`src/rtl/alu_writeback_pkg.sv`:
```
// Shared processor definitions: datapath defaults, status flag bit positions
// and the writeback sequencer state encoding.
package alu_writeback_pkg;

    localparam int DATA_W_DEF = 16;
    localparam int AW_DEF     = 3;
    localparam int RETIRED_W  = 16;

    localparam int FLAG_ZA = 4;
    localparam int FLAG_ZB = 3;
    localparam int FLAG_EQ = 2;
    localparam int FLAG_GT = 1;
    localparam int FLAG_LT = 0;

    typedef enum logic [1:0] {
        IDLE  = 2'd0,
        WR_LO = 2'd1,
        WR_HI = 2'd2
    } wb_state_e;

endpackage

```
`src/rtl/alu_writeback_if.sv`:
```
// ALU-result handshake and register-file write bus seen by the writeback stage.
interface alu_writeback_if
    import alu_writeback_pkg::*;
#(
    parameter int DATA_W = DATA_W_DEF,
    parameter int AW     = AW_DEF
);
    logic                   in_valid;
    logic                   in_ready;
    logic [2*DATA_W-1:0]    in_result;
    logic [4:0]             in_flags;
    logic                   in_flags_en;
    logic [AW-1:0]          in_dest;
    logic                   in_wide;

    logic                   rf_we;
    logic [AW-1:0]          rf_waddr;
    logic [DATA_W-1:0]      rf_wdata;
    logic [4:0]             status;
    logic                   busy;
    logic [AW-1:0]          pend_dest;
    logic [RETIRED_W-1:0]   retired;

    modport master (
        output in_valid, in_result, in_flags, in_flags_en, in_dest, in_wide,
        input  in_ready, rf_we, rf_waddr, rf_wdata, status, busy, pend_dest, retired
    );

    modport slave (
        input  in_valid, in_result, in_flags, in_flags_en, in_dest, in_wide,
        output in_ready, rf_we, rf_waddr, rf_wdata, status, busy, pend_dest, retired
    );

endinterface

```
`src/rtl/alu_writeback.sv`:
```
// Writeback sequencer: captures one ALU result per handshake and writes it to
// the register file as one (narrow) or two (wide, low then high) word writes.
module alu_writeback
    import alu_writeback_pkg::*;
#(
    parameter int DATA_W = DATA_W_DEF,
    parameter int AW     = AW_DEF
) (
    input  logic             clk,
    input  logic             rst,
    alu_writeback_if.slave   bus
);

    wb_state_e              state, state_nxt;

    logic [2*DATA_W-1:0]    res_p0;
    logic [AW-1:0]          dest_p0;
    logic                   wide_p0;
    logic                   fen_p0;
    logic [4:0]             flags_p0;

    logic [4:0]             status_q;
    logic [RETIRED_W-1:0]   retired_q;

    logic                   ready;
    logic                   hs;
    logic                   last_wr;
    logic                   we;
    logic [AW-1:0]          waddr;
    logic [DATA_W-1:0]      wdata;

    function automatic logic [RETIRED_W-1:0] sat_inc(input logic [RETIRED_W-1:0] v);
        return (v == '1) ? v : v + RETIRED_W'(1);
    endfunction

    // A new result may arrive whenever the current cycle is the last write of its sequence.
    assign ready = !rst && ((state == IDLE) || (state == WR_HI) ||
                            ((state == WR_LO) && !wide_p0));
    assign hs    = bus.in_valid && ready;

    always_comb begin
        state_nxt = state;
        last_wr   = 1'b0;
        we        = 1'b0;
        waddr     = '0;
        wdata     = '0;
        unique case (state)
            IDLE: begin
                if (hs) state_nxt = WR_LO;
            end
            WR_LO: begin
                we    = 1'b1;
                waddr = dest_p0;
                wdata = res_p0[DATA_W-1:0];
                if (wide_p0) begin
                    state_nxt = WR_HI;
                end else begin
                    last_wr   = 1'b1;
                    state_nxt = hs ? WR_LO : IDLE;
                end
            end
            WR_HI: begin
                we        = 1'b1;
                waddr     = dest_p0 + AW'(1);
                wdata     = res_p0[2*DATA_W-1:DATA_W];
                last_wr   = 1'b1;
                state_nxt = hs ? WR_LO : IDLE;
            end
            default: state_nxt = IDLE;
        endcase
    end

    // p0: capture stage, reloaded on every handshake
    always_ff @(posedge clk) begin
        if (rst) begin
            state    <= IDLE;
            res_p0   <= '0;
            dest_p0  <= '0;
            wide_p0  <= 1'b0;
            fen_p0   <= 1'b0;
            flags_p0 <= '0;
        end else begin
            state <= state_nxt;
            if (hs) begin
                res_p0   <= bus.in_result;
                dest_p0  <= bus.in_dest;
                wide_p0  <= bus.in_wide;
                fen_p0   <= bus.in_flags_en;
                flags_p0 <= bus.in_flags;
            end
        end
    end

    always_ff @(posedge clk) begin
        if (rst) begin
            status_q  <= '0;
            retired_q <= '0;
        end else begin
            if ((state == WR_LO) && fen_p0) status_q <= flags_p0;
            if (last_wr) retired_q <= sat_inc(retired_q);
        end
    end

    assign bus.in_ready  = ready;
    assign bus.rf_we     = we;
    assign bus.rf_waddr  = waddr;
    assign bus.rf_wdata  = wdata;
    assign bus.status    = status_q;
    assign bus.busy      = (state != IDLE);
    assign bus.pend_dest = (state != IDLE) ? dest_p0 : '0;
    assign bus.retired   = retired_q;

endmodule

```
`src/flat_wrapper.sv`:
```
// flat-port wrapper written by rule: the top's interface ports become plain ports
module alu_writeback_flat import alu_writeback_pkg::*;
#(
    parameter int DATA_W = DATA_W_DEF,
    parameter int AW     = AW_DEF
)
  (clk, rst, bus_in_valid, bus_in_result, bus_in_flags, bus_in_flags_en, bus_in_dest, bus_in_wide, bus_in_ready, bus_rf_we, bus_rf_waddr, bus_rf_wdata, bus_status, bus_busy, bus_pend_dest, bus_retired);
  alu_writeback_if #(.DATA_W(DATA_W), .AW(AW)) bus_i ();
  input  logic clk;
  input  logic rst;
  input wire logic [$bits(bus_i.in_valid)-1:0] bus_in_valid;
  input wire logic [$bits(bus_i.in_result)-1:0] bus_in_result;
  input wire logic [$bits(bus_i.in_flags)-1:0] bus_in_flags;
  input wire logic [$bits(bus_i.in_flags_en)-1:0] bus_in_flags_en;
  input wire logic [$bits(bus_i.in_dest)-1:0] bus_in_dest;
  input wire logic [$bits(bus_i.in_wide)-1:0] bus_in_wide;
  output wire logic [$bits(bus_i.in_ready)-1:0] bus_in_ready;
  output wire logic [$bits(bus_i.rf_we)-1:0] bus_rf_we;
  output wire logic [$bits(bus_i.rf_waddr)-1:0] bus_rf_waddr;
  output wire logic [$bits(bus_i.rf_wdata)-1:0] bus_rf_wdata;
  output wire logic [$bits(bus_i.status)-1:0] bus_status;
  output wire logic [$bits(bus_i.busy)-1:0] bus_busy;
  output wire logic [$bits(bus_i.pend_dest)-1:0] bus_pend_dest;
  output wire logic [$bits(bus_i.retired)-1:0] bus_retired;
  assign bus_i.in_valid = bus_in_valid;
  assign bus_i.in_result = bus_in_result;
  assign bus_i.in_flags = bus_in_flags;
  assign bus_i.in_flags_en = bus_in_flags_en;
  assign bus_i.in_dest = bus_in_dest;
  assign bus_i.in_wide = bus_in_wide;
  assign bus_in_ready = bus_i.in_ready;
  assign bus_rf_we = bus_i.rf_we;
  assign bus_rf_waddr = bus_i.rf_waddr;
  assign bus_rf_wdata = bus_i.rf_wdata;
  assign bus_status = bus_i.status;
  assign bus_busy = bus_i.busy;
  assign bus_pend_dest = bus_i.pend_dest;
  assign bus_retired = bus_i.retired;
  alu_writeback #(.DATA_W(DATA_W), .AW(AW)) u_core (.clk(clk), .rst(rst), .bus(bus_i));
endmodule
```
`config.mk`:
```
export PLATFORM = sky130hd
export DESIGN_NAME = alu_writeback_flat
export DESIGN_NICKNAME = d
export VERILOG_FILES = /design/src/rtl/alu_writeback_pkg.sv /design/src/rtl/alu_writeback_if.sv /design/src/rtl/alu_writeback.sv /design/src/flat_wrapper.sv
export SDC_FILE = /design/constraint.sdc
export NUM_CORES = 1
export LEC_CHECK = 0
export BUFFER_PORTS_ARGS = -buffer_cell sky130_fd_sc_hd__buf_2
export CAP_MARGIN = 20
export CORE_ASPECT_RATIO = 1.25
export CORE_MARGIN = 3
export CORE_UTILIZATION = 51
export CTS_CLUSTER_DIAMETER = 80
export DETAILED_ROUTE_END_ITERATION = 8
export PLACE_DENSITY_LB_ADDON = 0.15
export SLEW_MARGIN = 20
export SYNTH_ARGS = -nofsm -noshare
export SYNTH_HDL_FRONTEND = slang
export SYNTH_SLANG_ARGS = --single-unit
```
`constraint.sdc`:
```
create_clock -name clk -period 2.3 [get_ports clk]
set_clock_uncertainty 0.05 [all_clocks]
set_input_delay 0.345 -clock clk [delete_from_list [all_inputs] [get_ports clk]]
set_output_delay 0.345 -clock clk [all_outputs]
set_load 0.005 [all_outputs]
```
==> results of run 1 <==
path summary, 6_finish.rpt:
path	start	endpoint
worst min register to register	u_core.bus.status[1]	u_core.bus.status[1]
worst max-delay path	u_core.state[1]	bus_rf_waddr[2]
worst min-delay path	bus_in_result[17]	u_core.res_p0[17]
worst max register to register	u_core.state[0]	u_core.bus.retired[11]
per-stage QoR:
| step | area [um2] | utilization [%] |
|---|---|---|
| floorplan | 3040 | - |
| CTS | 3770 | 67.5 |
| finish | 3780 | 67.5 |
| global placement | 3530 | 63.1 |
| global route | 3780 | 67.5 |
| detailed placement | 3530 | 63.1 |
layout make-up:
class / count / area [um2] / share of cell area [%]
inverter: 9 / 33.8 / 0.895
sequential: 65 / 1300 / 34.5
clock buffer: 9 / 124 / 3.28
clock inverter: 7 / 119 / 3.15
timing repair buffer: 97 / 528 / 14.0
tap: 64 / 80.1 / 2.12
multi-input combinational: 279 / 1590 / 42.1
Yosys cell counts:
cell type	count	area, um2
nand2_1	98	368
a22oi_1	17	128
buf_6	2	22.5
nor2b_1	25	156
inv_1	9	33.8
nor4_4	1	21.3
or3_1	2	12.5
mux2i_1	2	20.0
o41ai_1	2	17.5
dfxtp_1	65	1300
a21oi_1	13	65.1
or4_1	6	45.0
o21ai_0	49	245
nor3_2	1	10.0
nor2_1	7	26.3
ha_1	6	75.1
buf_2	6	30.0
o31a_1	2	17.5
o21ai_1	1	5.00
and4_4	1	11.3
and3_1	2	12.5
a211oi_1	5	37.5
o21a_1	3	22.5
buf_4	1	7.51
o2111ai_1	2	17.5
and2_2	1	7.51
o311a_1	2	20.0
and2b_1	1	7.51
o31ai_1	5	37.5
mux2_2	3	33.8
nand3_1	8	40.0
and2_1	3	18.8
nand4_1	4	25.0
clkbuf_1	16	60.1
o2111ai_4	2	52.6
o21bai_1	1	7.51
nor3_1	2	10.0
nor4_1	2	12.5
timing repair:
action / in CTS / in global routing
gates resized for setup: 0 / 1
setup buffers: 0 / 0
setup endpoints to repair: 0 / 4
layer usage:
| layer | wire (um) | up-vias | global-route usage, % |
|---|---|---|---|
| li1 | - | 1479 | - |
| met1 | 3140 | 1377 | 27.1 |
| met2 | 3690 | 89 | 35.6 |
| met5 | 0 | - | 0 |
| met3 | 418 | 8 | 5.54 |
| met4 | 90 | 0 | 8.01 |
sequential cells by signal, indices dropped and copies added, names as in the netlist:
name                flops
u_core.bus.retired     16
u_core.bus.status       5
u_core.dest_p0          3
u_core.fen_p0           1
u_core.flags_p0         5
u_core.res_p0          32
u_core.state            2
u_core.wide_p0          1
cell families after synthesis:
| family | share of synthesized area (%) |
|---|---|
| AO/OA/AOI/OAI | 22.1 |
| adder cells (fa/ha/maj) | 2.47 |
| buffers and inverters | 5.06 |
| flip-flops | 42.8 |
| multiplexers | 1.77 |
| AND/OR/NAND/NOR | 25.8 |
tightest hold or removal path, stage by stage:
cell and delay [ps]:
buf_2 70, nand2_1 30, o21ai_0 50
power by group:
part	leakage, nW	internal, W	switching [W]	total, W
Clock	0.115	0.000719	0.000453	0.00117
Combinational	0.882	0.000105	0.000140	0.000245
Sequential	0.532	0.00119	0.0000394	0.00123
Total	1.53	0.00202	0.000633	0.00265
==> results.txt, run 1 <==
----------------------------------------------------
[Finish]
  N_diodes ... 0
  Non-filler cells in the finished layout ... between 500 and 600
  Fraction of layout cells with a size suffix above 1 ... about a quarter
  Total number of nets in the final design ... around 510
  Most common library cell in the layout ignoring fill and taps ... nand2_1
  Fill count ... roughly 510
  Area added between synthesis and finish ... 24.1%
  Leading cell types in the layout, fill and taps excluded ... nand2_1 (98), buf_2 (90), dfxtp_1 (65), o21ai_0 (49), nor2b_1 (25)

[Setup path]
  Most Frequent Cell on Critical Path ... o21ai_0
  Crit. End Element ... output pin
  Critical path buffer and inverter count ... 3
  Cell depth of the worst setup path ... 7
  Required time of the critical path ... 1900 ps
  Critical path's slowest cell ... dfxtp_1
  Length in cells of the worst reg-to-reg path ... 6
  Data arrival time of the worst path ... 1790 ps
  Critical path class ... register to output pin
  Delay-heaviest family, CP ... buffers and inverters
  Maximum fanout count along the critical path ... 26
  Ordered cell list for the critical path ... inv_1, ha_1, buf_4, o21ai_0, o21ai_0, and2_1, buf_2
  Largest stage delay, worst path ... ~360 ps
  Startpoint class of the critical path ... register
  Worst R2R Setup Slack ... ~250 ps

[Detailed routing]
  Final routed wirelength across all metal layers ... roughly 7300 um
  Starting DRC count in detailed routing ... 157
  Number of optimization iterations in the first detailed-route pass ... 4
  Post-detailed-route via-to-cell ratio ... about 5.6
  Total number of vias ... 2953
  Final routed DRC violation total ... 0
  Wirelength per Cell ... around 14 um
  Final antenna-violating net count ... 0

[Yosys]
  Yosys warning count ... 0
  Post-synth net total ... about 430
  Post-synthesis cell count ... 378
  Synth cell types ... 38
  Number of synthesized register bits ... 65
  Post-synth design cell area ... between 3000 and 4000 um2
  Sequential-to-total area share from yosys stat ... between 40% and 50%
  Average instance area after synthesis ... slightly above 8 um2

[Clock tree]
  CTS tree ... yes
  CTS Root Cell ... clkbuf_8
  Later-pin clock latency in the skew report ... about 340 ps
  CTS max path bufs ... 2
  H-Tree Depth ... 3
  Number of hold buffers added after cts ... 0
  Number of sinks on the clock net ... 65
  Number of buffers added by the clock tree synthesis step ... 9
  Clock slew at reported path FFs ... about 70 ps

[Timing]
  Period Utilization, post-route ... a little over nine tenths
  Hold Worst Slack ... between 100 and 150 ps
  Post-route setup TNS ... 0 ps
  Slew at the pin with the worst max-slew slack ... around 570 ps
  Number of failing setup endpoints in the final timing report ... 0
  Relative slew margins ... between 60 and 70%
  Number of slew-limit violations in the final report ... 0
  Fin crit period ... 2190 ps
  Final Hold Fails ... 0
  FMAX ... between 0.4 and 0.5 GHz
  Final worst setup slack ... 113 ps

[Global route]
  Initial antenna violation count ... 0
  GRT Resource Usage Total ... between 20% and 30%
  Number of global-route vias before repair ... about 2700
  Pin count of the biggest net entering global routing ... just over 70
  Grt total ovfl ... 0
  Global-route wire length before repair ... 11800 um

[Power and ir drop]
  Leakage power of the design ... roughly 1.5 nW
  Overall power consumption ... 0.00265 W
  Power density cells ... around 700 nW/um2
  Worst IR drop on VDD ... 0.439 mV

[Hold path]
  Cell depth of the worst hold path ... 3
  Class of the worst hold path ... primary input to register

[Floorplanning]
  DIE WIDTH ... between 70 and 80 um
  Die area ... a little under 7000 um2
  Die height ... roughly 92 um
  Initial core utilization ... ~54%
  Placement row count ... 30
  Placeable Area ... about 5600 um2
  I/O pin total ... 91

[Placed design]
  Quantity of I/O buffers inserted on ports ... 90
  Final Wtd Congestion ... 0.843
  Half-perimeter wire length after placement ... between 5000 and 6000 um
  Worst setup slack before clock tree synthesis ... 264 ps
  Cells after DPL ... 514

[Status]
  Result of the run ... finished, final reports clean

[Run]
  Max-cap viol count ... 0

----------------------------------------------------
(Power assumes the default switching activity.)
==> run 2, diff against run 1 <==
Settings changed: CORE_UTILIZATION 51 to 44.
==> run 2 against run 1 <==
Sequential power hardly changed. Clock-buffer cell count is 2 higher. Global-route usage fell by 2.8 points. Via count fell by 1.7%. Maximum frequency up 4.1%. Die area up 15%. Register-to-register slack improved by 50 ps. Sequential share of layout area grew 0.37 points. Final area decreased by 1.1%. Routed wire length is 0.90% lower.
==> results.txt, run 2 (synthesis gave the netlist of run 1 again) <==
----------------------------------------------------
[Clock tree]
  Number of buffers added by the clock tree synthesis step ... 9 (unchanged)
  Clock slew at reported path FFs ... 70 ps (about the same)
  Number of sinks on the clock net ... 65 (unchanged)
  H-Tree Depth ... 3 (unchanged)
  CTS Root Cell ... clkbuf_8
  Later-pin clock latency in the skew report ... 330 ps (about the same)
  CTS max path bufs ... 2 (unchanged)
  CTS tree ... yes

[Detailed routing]
  Post-detailed-route via-to-cell ratio ... 5.24 (-6.0%)
  Number of optimization iterations in the first detailed-route pass ... 4 (unchanged)
  Total number of vias ... 2903 (-1.7%)
  Final antenna-violating net count ... 0 (unchanged)
  Wirelength per Cell ... 13.1 um (-5.2%)
  Starting DRC count in detailed routing ... 122 (-22%)
  Final routed DRC violation total ... 0 (unchanged)
  Final routed wirelength across all metal layers ... 7270 um (-0.90%)

[Timing]
  Final Hold Fails ... 0 (unchanged)
  Number of slew-limit violations in the final report ... 0 (unchanged)
  Final worst setup slack ... 199 ps (+86.0 ps)
  FMAX ... 0.476 GHz (+4.1%)
  Relative slew margins ... 63.1% (+1.1 points)
  Number of failing setup endpoints in the final timing report ... 0 (unchanged)
  Hold Worst Slack ... 157 ps (+9.59 ps)
  Unrepaired setup endpoints after global routing ... false
  Slew at the pin with the worst max-slew slack ... 549 ps (-16.0 ps)
  Post-route setup TNS ... 0 ps (unchanged)
  Period Utilization, post-route ... 91.3% (-3.7 points)
  Fin crit period ... 2100 ps (-86.0 ps)

[Placed design]
  Worst setup slack before clock tree synthesis ... 326 ps (+62.3 ps)
  Half-perimeter wire length after placement ... 5130 um (+2.0%)
  Quantity of I/O buffers inserted on ports ... 90 (unchanged)
  Final Wtd Congestion ... 0.819 (-2.9%)

[Run]
  Max-cap viol count ... 0 (unchanged)

[Global route]
  Global-route wire length before repair ... 12100 um (+2.6%)
  Met3 track demand over resource in global routing ... 5.21% (-0.33 points)
  Global routing met2 resource utilization ... 31.3% (-4.4 points)
  Pin count of the biggest net entering global routing ... 86 (+19%)
  GRT Resource Usage Total ... 19.0% (-2.8 points)
  Grt total ovfl ... 0 (unchanged)
  Number of global-route vias before repair ... 2714 (+2.4%)
  Layer with the highest usage ... met2
  Initial antenna violation count ... 0 (unchanged)
  Global-route met1 utilization ... 23.8% (-3.3 points)

[Finish]
  Total number of nets in the final design ... 515 (+0.59%)
  N_diodes ... 0 (unchanged)
  Register bank with the most flops ... u_core.res_p0
  Area of the multi-input gates ... 1590 um2 (unchanged)
  Area added between synthesis and finish ... 22.8%
  Register cell area after layout ... 1300 um2 (unchanged)
  Leading cell types in the layout, fill and taps excluded ... nand2_1 (98), buf_2 (90), dfxtp_1 (65), o21ai_0 (49), nor2b_1 (25)
  Max FFs per register ... 32 (unchanged)
  Most common library cell in the layout ignoring fill and taps ... nand2_1
  Fraction of layout cells with a size suffix above 1 ... 26.6% (-0.057 points)
  Fill count ... 665 (+32%)

[Floorplanning]
  Placement row count ... 33 (+10%)
  DIE WIDTH ... 80.4 um (+7.0%)
  Placeable Area ... 6650 um2 (+19%)
  Initial core utilization ... 45.8% (-8.6 points)
  I/O pin total ... 91 (unchanged)
  Die area ... 7950 um2 (+15%)
  Die height ... 99.0 um (+7.2%)

[Setup path]
  Most Frequent Cell on Critical Path ... o21ai_0
  Startpoint class of the critical path ... register
  Crit. End Element ... output pin
  Required time of the critical path ... 1900 ps (about the same)
  Largest stage delay, worst path ... 360 ps (about the same)
  Ordered cell list for the critical path ... inv_1, ha_2, nor2b_1, o21ai_0, o21ai_0, and2_1, buf_2
  Critical path's slowest cell ... dfxtp_1
  Maximum fanout count along the critical path ... 11 (-58%)
  Critical path class ... register to output pin
  Critical path buffer and inverter count ... 2 (-1)
  Data arrival time of the worst path ... 1710 ps (-80 ps)
  Delay-heaviest family, CP ... flip-flops

[Power and ir drop]
  Leakage power of the design ... 1.51 nW (-1.2%)
  Power density cells ... 611 nW/um2 (-13%)
  Worst IR drop on VDD ... 0.348 mV (-21%)

[Hold path]
  Class of the worst hold path ... primary input to register

[Status]
  Result of the run ... finished, final reports clean

----------------------------------------------------
## run 2: cell types whose count changed in the layout (fill, tap and decap cells not counted), sizes merged
cell      previous run  this run
clkbuf               9        11
buf                 97       100
clkinvlp             2         0
bufinv               3         0
clkinv               2         3
## run 2: worst paths after layout
| kind | from | to | slack [ps] | cells past startpoint |
|---|---|---|---|---|
| max | u_core.state[0] | bus_rf_waddr[2] | 200 | 7 |
| min | bus_in_result[28] | u_core.res_p0[28] | 160 | 3 |
| max reg2reg | u_core.state[1] | u_core.bus.retired[4] | 300 | 6 |
| min reg2reg | u_core.bus.status[0] | u_core.bus.status[0] | 410 | 2 |
## run 2: per-stage QoR
step                utilization (%)  instances  instance area, um2  total power, W
floorplan                         -        378                3040         0.00140
global placement               53.7        540                3570         0.00149
detailed placement             53.7        540                3570         0.00150
CTS                            56.1        554                3730         0.00231
global route                   56.2        554                3740         0.00241
finish                         56.2        554                3740         0.00228
## run 2: final cells by class
cell class,instances,share of cell area (%)
Tap cell,87,2.91
Sequential cell,65,34.8
Multi-Input combinational cell,279,42.6
Inverter,9,0.904
Clock buffer,11,3.78
Clock inverter,3,0.502
Timing Repair Buffer,100,14.5
## run 2: repair_timing
item | 4_1_cts | 5_1_grt
hold buffers | 0 | 0
buffers inserted | 0 | 0
setup endpoints to repair | 0 | 14
gates resized for setup | 0 | 2
## run 2: routing by layer
layer	routed length [um]	up-vias	share of wire, %
li1	-	1490	-
met1	3200	1327	44
met2	3550	76	49
met3	411	10	5.7
met4	104	0	1.4
met5	0	-	0
## run 2: power by group
| group | leakage, nW | internal (W) | switching, W |
|---|---|---|---|
| sequential | 0.532 | 0.00119 | 0.0000373 |
| combinational | 0.895 | 0.000104 | 0.000139 |
| clock | 0.0850 | 0.000407 | 0.000402 |
| total | 1.51 | 0.00170 | 0.000578 |
## run 2: worst min-delay path: cells and delay by family
| family | cells | cell delay [ps] |
|---|---|---|
| compound gates | 1 | 50 |
| buf+inv | 1 | 70 |
| simple gates | 1 | 30 |
==> run 3, diff against run 2 <==
--- a/config.mk
+++ b/config.mk
@@ -14,2 +14,3 @@
 export DETAILED_ROUTE_END_ITERATION = 8
+export HOLD_SLACK_MARGIN = 0.12
 export PLACE_DENSITY_LB_ADDON = 0.15
==> constraint.sdc (replaced) <==
create_clock -name clk -period 2.3 [get_ports clk]
set_clock_uncertainty 0.05 [all_clocks]
set_input_delay 0.46 -clock clk [delete_from_list [all_inputs] [get_ports clk]]
set_output_delay 0.46 -clock clk [all_outputs]
set_load 0.005 [all_outputs]
==> run 3 against run 2 <==
Final area is 1.4% higher. Sequential cell count unchanged. Sequential power barely moved. Maximum frequency fell by 4.2%. Combinational power up 5%. Routed wire length is 2.8% higher. Worst hold slack improved by 94 ps. Global-route usage increased by 0.89 points. Register-to-register slack improved by 30 ps. Clock power increased by 9.3%. Via count unchanged. Critical path type unchanged. Largest power group unchanged.
==> results.txt, run 3 (synthesis gave the netlist of run 1 again) <==
----------------------------------------------------
[Status]
  Result of the run ... finished, final reports clean

[Floorplanning]
  Placeable Area ... 6650 um2 (unchanged)
  Placement row count ... 33 (unchanged)
  Initial core utilization ... 45.8% (unchanged)
  I/O pin total ... 91 (unchanged)
  DIE WIDTH ... 80.4 um (unchanged)
  Die area ... 7950 um2 (unchanged)
  Die height ... 99.0 um (unchanged)

[Global route]
  Grt total ovfl ... 0 (unchanged)
  Global-route wire length before repair ... 12400 um (+2.9%)
  Layer with the highest usage ... met2
  Met3 track demand over resource in global routing ... 4.75% (-0.46 points)
  GRT Resource Usage Total ... 19.9% (+0.89 points)
  Pin count of the biggest net entering global routing ... 86 (unchanged)
  Initial antenna violation count ... 0 (unchanged)
  Global routing met2 resource utilization ... 31.1% (-0.19 points)
  Global-route met1 utilization ... 26.0% (+2.2 points)
  Number of global-route vias before repair ... 2681 (-1.2%)

[Finish]
  Register bank with the most flops ... u_core.res_p0
  N_diodes ... 0 (unchanged)
  Area of the multi-input gates ... 1620 um2 (+2.0%)
  Max FFs per register ... 32 (unchanged)
  Total number of nets in the final design ... 515 (unchanged)
  Register cell area after layout ... 1300 um2 (about the same)
  Most common library cell in the layout ignoring fill and taps ... nand2_1
  Leading cell types in the layout, fill and taps excluded ... nand2_1 (98), buf_2 (90), dfxtp_1 (64), o21ai_0 (49), nor2b_1 (25)
  Fraction of layout cells with a size suffix above 1 ... 28.6% (+2.0 points)
  Fill count ... 652 (-2.0%)
  Area added between synthesis and finish ... 24.6%

[Timing]
  Unrepaired setup endpoints after global routing ... false
  Post-route setup TNS ... 0 ps (unchanged)
  Hold Worst Slack ... 251 ps (+93.6 ps)
  Final Hold Fails ... 0 (unchanged)
  FMAX ... 0.456 GHz (-4.2%)
  Fin crit period ... 2190 ps (+92.3 ps)
  Relative slew margins ... 63.6% (+0.50 points)
  Number of slew-limit violations in the final report ... 0 (unchanged)
  Slew at the pin with the worst max-slew slack ... 542 ps (-7.41 ps)
  Period Utilization, post-route ... 95.3% (+4.0 points)
  Number of failing setup endpoints in the final timing report ... 0 (unchanged)
  Final worst setup slack ... 107 ps (-92.3 ps)

[Detailed routing]
  Total number of vias ... 2903 (unchanged)
  Final routed DRC violation total ... 0 (unchanged)
  Number of optimization iterations in the first detailed-route pass ... 5 (+1)
  Wirelength per Cell ... 13.4 um (+2.5%)
  Final antenna-violating net count ... 0 (unchanged)
  Final routed wirelength across all metal layers ... 7480 um (+2.8%)
  Starting DRC count in detailed routing ... 145 (+19%)
  Post-detailed-route via-to-cell ratio ... 5.22 (-0.36%)

[Power and ir drop]
  Leakage power of the design ... 1.52 nW (+0.39%)
  Power density cells ... 625 nW/um2 (+2.4%)
  Sequential fraction of design power ... 51.9% (-2.0 points)
  Share of total power in the clock network ... 37.3% (+1.9 points)
  Worst IR drop on VDD ... 0.404 mV (+16%)
  NetSw ... 0.000644 W (+11%)
  Logic pwr share ... 10.8% (about the same)
  Cell internal power dissipation ... 0.00172 W (+1.3%)
  Switching Fraction ... 27.2% (+1.8 points)

[Clock tree]
  CTS Root Cell ... clkbuf_8
  CTS max path bufs ... 2 (unchanged)
  CTS tree ... yes
  Clock slew at reported path FFs ... 80 ps (about the same)
  Later-pin clock latency in the skew report ... 350 ps (+20 ps)
  H-Tree Depth ... 3 (unchanged)
  Number of sinks on the clock net ... 65 (unchanged)
  Number of buffers added by the clock tree synthesis step ... 9 (unchanged)

[Placed design]
  Final Wtd Congestion ... 0.836 (+2.0%)
  Half-perimeter wire length after placement ... 5140 um (+0.10%)
  Quantity of I/O buffers inserted on ports ... 90 (unchanged)
  Worst setup slack before clock tree synthesis ... 278 ps (-47.6 ps)

[Setup path]
  CP Launch Point ... u_core.state[0]
  Maximum fanout count along the critical path ... 19 (+8)
  Critical path's slowest cell ... dfxtp_1
  Startpoint class of the critical path ... register
  Data arrival time of the worst path ... 1680 ps (-30 ps)
  Largest stage delay, worst path ... 390 ps (+30 ps)
  Worst R2R Setup Slack ... 330 ps (+30 ps)
  Worst r2r dst ... u_core.bus.retired[11]
  Reg-to-Reg Start ... u_core.state[0]
  Critical path class ... register to output pin
  Crit. End Element ... output pin
  Length in cells of the worst reg-to-reg path ... 6 (unchanged)
  Ordered cell list for the critical path ... inv_2, ha_4, buf_6, nor2b_1, buf_2
  Required time of the critical path ... 1790 ps (-110 ps)

[Hold path]
  Cell depth of the worst hold path ... 3 (unchanged)
  Worst hold endpoint ... u_core.flags_p0[2]
  Startpoint of the tightest hold check path ... bus_in_flags[2]
  Class of the worst hold path ... primary input to register

[Run]
  Max-cap viol count ... 0 (unchanged)

----------------------------------------------------
==> run 3: cell types whose count changed in the layout (fill, tap and decap cells not counted), moves of 2 or more <==
cell	previous run	this run
clkinvlp_4	0	2
ha_1	5	3
ha_4	0	2
inv_1	9	7
inv_2	0	2
==> run 3: what timing repair did <==
action	in CTS	in global routing
setup endpoints to repair	4	15
pin swaps	0	0
buffers inserted	0	0
resized for setup	1	9
hold buffers	0	0
==> run 3: critical path: cells and delay by family (launching register included) <==
kind,cells,cell delay (ps)
buffers and inverters,3,420
AND/OR/NAND/NOR,1,220
adder cells (fa/ha/maj),1,300
flip-flops,1,390
==> run 3: per-layer routing <==
metal	wire length (um)	part of all wire (%)	vias up
met4	128	1.7	0
met3	422	5.6	12
met2	3550	47	79
met5	0	0	-
li1	-	-	1490
met1	3380	45	1322
==> run 3: through the flow <==
step	area, um2	utilization [%]	total power [W]	instances
2_1_floorplan	3040	-	0.00140	378
3_3_place_gp	3570	53.7	0.00149	540
3_5_place_dp	3570	53.7	0.00150	540
4_1_cts	3750	56.4	0.00239	556
5_1_grt	3790	57.0	0.00250	556
6_report	3790	57.0	0.00237	556
==> run 3: worst max-delay path by stage <==
| stage | slack, ps | cells past startpoint | end |
|---|---|---|---|
| 3_5_place_dp | 280 | 6 | u_core.bus.retired[4] |
| 6_report | 110 | 5 | bus_rf_wdata[5] |
| 5_1_grt | 10 | 7 | bus_rf_waddr[2] |
| 4_1_cts | 20 | 5 | bus_rf_wdata[5] |
| 3_3_place_gp | 360 | 6 | u_core.bus.retired[4] |
| 2_1_floorplan | 390 | 10 | u_core.dest_p0[2] |
==> run 3: power by group through the flow <==
stage | Combinational (W) | Clock [W] | Sequential (W)
final | 0.000255 | 0.000883 | 0.00123
after global routing | 0.000291 | 0.000969 | 0.00124
after CTS | 0.000247 | 0.000911 | 0.00123
after detailed placement | 0.000246 | 0 | 0.00126
after global placement | 0.000241 | 0 | 0.00125
after floorplan | 0.000159 | 0 | 0.00125
==> run 3: final cells by class <==
cell class,count,share of cell area (%)
clock buffers,10,3.63
repair buffers,100,14.3
clock inverters,6,1.12
inverters,9,0.892
flip-flops and latches,65,34.4
well taps,87,2.87
multi-input cells,279,42.8
